### src/rtl/fir_pkg.sv
// Shared constants and helpers for the streaming FIR: accumulator sizing and
// a generic signed saturator used when the output is clamped.
package fir_pkg;

  localparam int NTAPS_MAX = 64;
  localparam int WIDE_W    = 128;

  typedef logic signed [WIDE_W-1:0] wide_t;

  function automatic int clog2(input int n);
    int r;
    r = 0;
    for (int i = 0; i < 31; i++) begin
      if ((1 << i) < n) r = i + 1;
    end
    return r;
  endfunction

  function automatic int acc_width(input int dw, input int cw, input int nt);
    return dw + cw + clog2(nt);
  endfunction

  // Clamp v to the signed range of w bits; ovf flags that clamping happened.
  function automatic wide_t sat_to_w(input wide_t v, input int w, output logic ovf);
    wide_t hi;
    wide_t lo;
    hi  = (wide_t'(1) <<< (w - 1)) - wide_t'(1);
    lo  = ~hi;
    ovf = 1'b1;
    if (v > hi) return hi;
    if (v < lo) return lo;
    ovf = 1'b0;
    return v;
  endfunction

endpackage

### src/rtl/fir_round_sat.sv
// Output conditioning: round-half-up arithmetic shift of the accumulator, then
// wrap to DATA_W, or clamp to DATA_W when FIR_SAT_EN is defined.
module fir_round_sat
  import fir_pkg::*;
#(
  parameter int ACC_W     = 40,
  parameter int DATA_W    = 16,
  parameter int OUT_SHIFT = 0
) (
  input  logic signed [ACC_W-1:0]  acc,
  output logic signed [DATA_W-1:0] data,
  output logic                     ovf
);

  localparam int HALF_POS = (OUT_SHIFT > 0) ? OUT_SHIFT - 1 : 0;

  // One extra bit so adding the half-LSB can never wrap.
  function automatic logic signed [ACC_W:0] round_shift(input logic signed [ACC_W-1:0] a);
    logic signed [ACC_W:0] ext;
    ext = {a[ACC_W-1], a};
    if (OUT_SHIFT > 0) begin
      ext = ext + ($signed((ACC_W + 1)'(1)) <<< HALF_POS);
      ext = ext >>> OUT_SHIFT;
    end
    return ext;
  endfunction

  logic signed [ACC_W:0] r;
  assign r = round_shift(acc);

`ifdef FIR_SAT_EN
  wide_t sat;
  logic  sat_ovf;
  logic  unused_sat;

  always_comb begin
    sat_ovf = 1'b0;
    sat     = sat_to_w(wide_t'(r), DATA_W, sat_ovf);
  end

  assign data       = sat[DATA_W-1:0];
  assign ovf        = sat_ovf;
  assign unused_sat = ^sat[WIDE_W-1:DATA_W];
`else
  logic unused_hi;

  assign data      = r[DATA_W-1:0];
  assign ovf       = 1'b0;
  assign unused_hi = ^r[ACC_W:DATA_W];
`endif

endmodule

### src/rtl/fir_stream_pipe.sv
// Streaming signed FIR: history -> products -> adder tree -> round/saturate, all
// stages frozen together by one global advance. FIR_SAT_EN enables output clamping.
module fir_stream_pipe
  import fir_pkg::*;
#(
  parameter int DATA_W    = 16,
  parameter int COEF_W    = 16,
  parameter int NTAPS     = 8,
  parameter int OUT_SHIFT = 0
) (
  input  logic                       clk,
  input  logic                       rst,
  input  logic                       in_valid,
  output logic                       in_ready,
  input  logic signed [DATA_W-1:0]   data_in,
  output logic                       out_valid,
  input  logic                       out_ready,
  output logic signed [DATA_W-1:0]   data_out,
  output logic                       ovf,
  input  logic                       coef_we,
  input  logic [$clog2(NTAPS)-1:0]   coef_addr,
  input  logic signed [COEF_W-1:0]   coef_wdata
);

  localparam int ACC_W  = acc_width(DATA_W, COEF_W, NTAPS);
  localparam int PROD_W = DATA_W + COEF_W;
  localparam logic signed [COEF_W-1:0] UNITY = COEF_W'(1) << OUT_SHIFT;

  function automatic logic signed [ACC_W-1:0] mul_ext(input logic signed [DATA_W-1:0] a,
                                                      input logic signed [COEF_W-1:0] b);
    logic signed [PROD_W-1:0] p;
    p = PROD_W'(a) * PROD_W'(b);
    return ACC_W'(p);
  endfunction

  logic adv;
  logic accept;

  assign adv      = !out_valid || out_ready;
  assign in_ready = adv;
  assign accept   = in_valid && adv;

  // Coefficient bank: written whenever strobed, even while the pipe is stalled.
  logic signed [COEF_W-1:0] coef [NTAPS];

  always_ff @(posedge clk or posedge rst) begin
    if (rst) begin
      for (int k = 0; k < NTAPS; k++) coef[k] <= (k == 0) ? UNITY : '0;
    end else if (coef_we && (int'(coef_addr) < NTAPS)) begin
      coef[coef_addr] <= coef_wdata;
    end
  end

  // Stage 0: sample history, shifts only on an accepted sample.
  logic signed [DATA_W-1:0] x_p0 [NTAPS];
  logic                     vld_p0;

  always_ff @(posedge clk or posedge rst) begin
    if (rst) begin
      for (int k = 0; k < NTAPS; k++) x_p0[k] <= '0;
      vld_p0 <= 1'b0;
    end else if (adv) begin
      vld_p0 <= accept;
      if (accept) begin
        x_p0[0] <= data_in;
        for (int k = 1; k < NTAPS; k++) x_p0[k] <= x_p0[k-1];
      end
    end
  end

  // Stage 1: per-tap products, sign-extended to the accumulator width.
  logic signed [ACC_W-1:0] prod_p1 [NTAPS];
  logic                    vld_p1;

  always_ff @(posedge clk or posedge rst) begin
    if (rst) begin
      for (int k = 0; k < NTAPS; k++) prod_p1[k] <= '0;
      vld_p1 <= 1'b0;
    end else if (adv) begin
      for (int k = 0; k < NTAPS; k++) prod_p1[k] <= mul_ext(x_p0[k], coef[k]);
      vld_p1 <= vld_p0;
    end
  end

  // Stage 2: single-cycle sum of all products.
  logic signed [ACC_W-1:0] sum_p1;
  logic signed [ACC_W-1:0] acc_p2;
  logic                    vld_p2;

  always_comb begin
    sum_p1 = '0;
    for (int k = 0; k < NTAPS; k++) sum_p1 = sum_p1 + prod_p1[k];
  end

  always_ff @(posedge clk or posedge rst) begin
    if (rst) begin
      acc_p2 <= '0;
      vld_p2 <= 1'b0;
    end else if (adv) begin
      acc_p2 <= sum_p1;
      vld_p2 <= vld_p1;
    end
  end

  // Stage 3: round/shift/saturate into the output register.
  logic signed [DATA_W-1:0] rs_data;
  logic                     rs_ovf;

  fir_round_sat #(
    .ACC_W    (ACC_W),
    .DATA_W   (DATA_W),
    .OUT_SHIFT(OUT_SHIFT)
  ) u_round_sat (
    .acc (acc_p2),
    .data(rs_data),
    .ovf (rs_ovf)
  );

  always_ff @(posedge clk or posedge rst) begin
    if (rst) begin
      out_valid <= 1'b0;
      data_out  <= '0;
      ovf       <= 1'b0;
    end else if (adv) begin
      out_valid <= vld_p2;
      data_out  <= rs_data;
      ovf       <= rs_ovf;
    end
  end

endmodule

### config.mk
export PLATFORM = sky130hd
export DESIGN_NAME = fir_stream_pipe
export DESIGN_NICKNAME = d
export VERILOG_FILES = /design/src/rtl/fir_pkg.sv /design/src/rtl/fir_round_sat.sv /design/src/rtl/fir_stream_pipe.sv
export SDC_FILE = /design/constraint.sdc
export NUM_CORES = 2
export LEC_CHECK = 0
export ABC_AREA = 1
export BUFFER_PORTS_ARGS = -buffer_cell sky130_fd_sc_hd__buf_4
export CORE_UTILIZATION = 58
export CTS_CLUSTER_SIZE = 25
export DETAILED_ROUTE_END_ITERATION = 6
export GPL_ROUTABILITY_DRIVEN = 0
export PLACE_DENSITY = 0.82
export SYNTH_ARGS = -nofsm -noshare
export SYNTH_HDL_FRONTEND = slang
export SYNTH_SLANG_ARGS = --single-unit
### constraint.sdc
create_clock -name clk -period 15.5 [get_ports clk]
set_clock_uncertainty 0.05 [all_clocks]
set_input_delay 0.775 -clock clk [delete_from_list [all_inputs] [get_ports clk]]
set_output_delay 0.775 -clock clk [all_outputs]
set_load 0.005 [all_outputs]
==> results.md <==
* Outcome: finished clean
* Via count at 42,400
* Routed vias/inst at 5.39
* Critical Path Sink Type: flop
* DRT Pass-1 Iters at 6
* Final Max Tran Viols at 0
* DRT iter0 DRCs at 3,677
* Arr. time, crit path at 6100 ps
* Final nets at 7,900
* DP HPWL at 106 mm
* GRT Util Overall at 0.302
* GRT overflow at 0
* Root buffer cell: clkbuf_16
* RSZ-0062 raised after global routing: false
* Setup TNS at 0 ps
* Max Freq at 0.176 GHz
* Period Utilization, post-route at 0.367
* Met1 Use GR at 0.388
* GR peak layer: met2
* Final Util at 0.613
* # setup viols final at 0
* Grt met2 use at 0.485
* Crit path max fanout at 16
* Mapped Cells at 6,796
* Max cap viols at 0
* Final WL at 138 mm
* Initial antenna violation count at 7
* Post-synthesis async set-or-reset flop share at 1.00
* Clock Latency Late Sink at 630 ps
* Synth Flop Type: dfrtp_1
* DRC at 0
* Number of synthesized flops with an enable pin at 0
* Maximum root-to-sink buffer count at 3
* Yosys cell types at 49
* Seq cells post-synth at 420
* Post-synthesis sequential area ratio at 0.196
* Critical path class: flop to flop
* Hold Path Class: input pin to asynchronous set/reset pin
* Yosys warning total at 0
* CTS Hold Buffers Added at 0
* Hold slack final at 238 ps
* DIE AREA at 93,800 sq um
* Worst-margin pin slew at 1170 ps
* Area growth, synth to finish at 4.69%
* Fill count at 7,444
* Row cnt at 111
* CTS sink count at 420
* Syn_area_per_cell at 7.90 sq um
* Layout cells sized above 1 at 0.0497
* Syn_nets at 8,059
* CTS H-tree lvls at 2
* Die span in x at 306 microns
* Setup Buffers After CTS at 0
* Final hold vios at 0
* Met3 usage at 0.0509
* Initial Utilization at 0.586
* CP startpoint kind: flop
* CTS tree: built
* Register area at 10,500 sq um
* Die Y at 306 microns
* Drt wl/cell at 17.6 microns
* First-pass GRT wire length at 224 mm
* Ports at 59
* Port Buffer Count at 57
* CTS-repair resized insts at 0
* Core area at 91,700 sq um
* Worst-path clk slew at 70 ps
* Required time worst endpoint at 15,910 ps
* Post-route ant nets at 0
* Total CTS buffers at 48
* Multi-input logic area at 34,900 sq um
* Largest net degree at the start of global routing at 178
* Vias in the first global route at 43,400
* Minimum clock period at 5690 ps
* Relative slew slack at 0.216
* Synthesized area at 53,700 sq um
==> synthesized netlist by cell type, types with 8 or more instances <==
cell type,count,share of area
inv_1,1869,0.13
buf_4,32,0.0045
buf_2,59,0.0055
nand3_1,152,0.014
o21ai_1,11,0.0010
inv_2,17,0.0012
a21o_1,11,0.0015
nor2_1,102,0.0071
or2_1,9,0.0010
nand4_1,9,0.0010
xor2_1,78,0.013
a21oi_1,126,0.012
mux2_2,120,0.025
xnor2_1,81,0.013
o31ai_1,8,0.0011
nand2_1,1885,0.13
or2_2,11,0.0013
fa_1,719,0.27
ha_1,504,0.12
o21ai_0,287,0.027
nor3_1,11,0.0010
clkbuf_1,181,0.013
nand3b_1,19,0.0027
nand2_2,9,0.0010
dfrtp_1,419,0.20
a31oi_1,10,0.0012
==> worst max-delay path, cell delays in order, from the launching register on <==
cell and delay (ps):
dfrtp_1 660, nand2_1 160, fa_1 530, fa_1 540, inv_1 50, fa_1 500, inv_1 70, fa_1 540
inv_1 50, fa_1 480, inv_1 50, fa_1 470, inv_1 40, ha_1 360, nand2_1 120, nor2_1 80
nand3_1 100, o2111ai_1 190, or2_2 330, nand3_1 70, o21ai_0 90
==> cells by family (layout without fill, tap and decap cells) <==
| family | Yosys count | after routing | synth area share |
|---|---|---|---|
| mux | 120 | 120 | 0.0252 |
| xor+xnor | 167 | 167 | 0.0285 |
| flops | 420 | 420 | 0.196 |
| buf+inv | 2171 | 2051 | 0.156 |
| fa+ha+maj | 1223 | 1223 | 0.385 |
| simple gates | 2212 | 2212 | 0.162 |
| other cells | 1 | 4 | 0.0000698 |
| compound gates | 482 | 482 | 0.0475 |
==> metrics by stage <==
| stage | std cells | setup WS [ps] | instance area [sq um] |
|---|---|---|---|
| floorplan | 6796 | 2990 | 53700 |
| global placement | 7773 | 9980 | 54500 |
| detailed placement | 7773 | 9900 | 54500 |
| CTS | 7862 | 9900 | 56200 |
| global route | 7862 | 9490 | 56200 |
| finish | 7865 | 9810 | 56200 |
==> final timing paths <==
| check | startpoint | to | slack [ps] | cells past startpoint |
|---|---|---|---|---|
| max | coef[113]$_DFFE_PP0P_ | prod_p1[259]$_DFFE_PP0N_ | 9810 | 20 |
| min | rst | x_p0[106]$_DFFE_PP0P_ | 240 | 2 |
| max reg2reg | coef[113]$_DFFE_PP0P_ | prod_p1[259]$_DFFE_PP0N_ | 9810 | 20 |
| min reg2reg | acc_p2[11]$_DFFE_PP0N_ | data_out[11]$_DFFE_PP0N_ | 430 | 2 |
| max in group asynchronous | rst | x_p0[5]$_DFFE_PP0P_ | 13620 | 3 |
| min in group clk | data_in[14] | x_p0[126]$_DFFE_PP0P_ | 330 | 2 |
==> registers in the layout, indices dropped and copies added (netlist names) <==
name / flops
vld_p2: 1
coef: 128
vld_p0: 1
out_valid: 1
acc_p2: 16
x_p0: 128
data_out: 16
vld_p1: 1
prod_p1: 128
==> cell type report <==
type / count / share of cell area
tap: 1186 / 0.0264
multi-input combinational: 4205 / 0.620
antenna: 3 / 0.000134
timing repair buffer: 72 / 0.0101
sequential: 420 / 0.187
clock buffer: 58 / 0.0238
clock inverter: 31 / 0.00623
inverter: 1890 / 0.126
==> routing by layer <==
| layer | wire [microns] | part of all wire | up-vias |
|---|---|---|---|
| met4 | 8660 | 0.063 | 2 |
| met1 | 53600 | 0.39 | 20600 |
| met5 | 13 | 0.000094 | - |
| met3 | 12600 | 0.091 | 423 |
| li1 | - | - | 19400 |
| met2 | 63300 | 0.46 | 1984 |
==> cells in the final DEF, fill, tap and decap left out, types with 9 or more instances in the layout <==
| cell | count |
|---|---|
| nand3b_1 | 19 |
| nor2_1 | 101 |
| inv_6 | 10 |
| a21o_1 | 11 |
| buf_4 | 70 |
| xnor2_1 | 81 |
| o21ai_0 | 287 |
| o21ai_1 | 11 |
| nor3_1 | 10 |
| or2_2 | 11 |
| ha_1 | 504 |
| clkbuf_16 | 49 |
| nand4_1 | 9 |
| nand2_2 | 9 |
| inv_2 | 16 |
| or2_1 | 9 |
| nand3_1 | 152 |
| dfrtp_1 | 419 |
| a21oi_1 | 126 |
| xor2_1 | 78 |
| mux2_2 | 120 |
| a31oi_1 | 10 |
| nand2_1 | 1884 |
| fa_1 | 719 |
| inv_1 | 1868 |
Power is not shown: default switching activity piles up to over one toggle a cycle in this logic, so the estimate is an artifact.
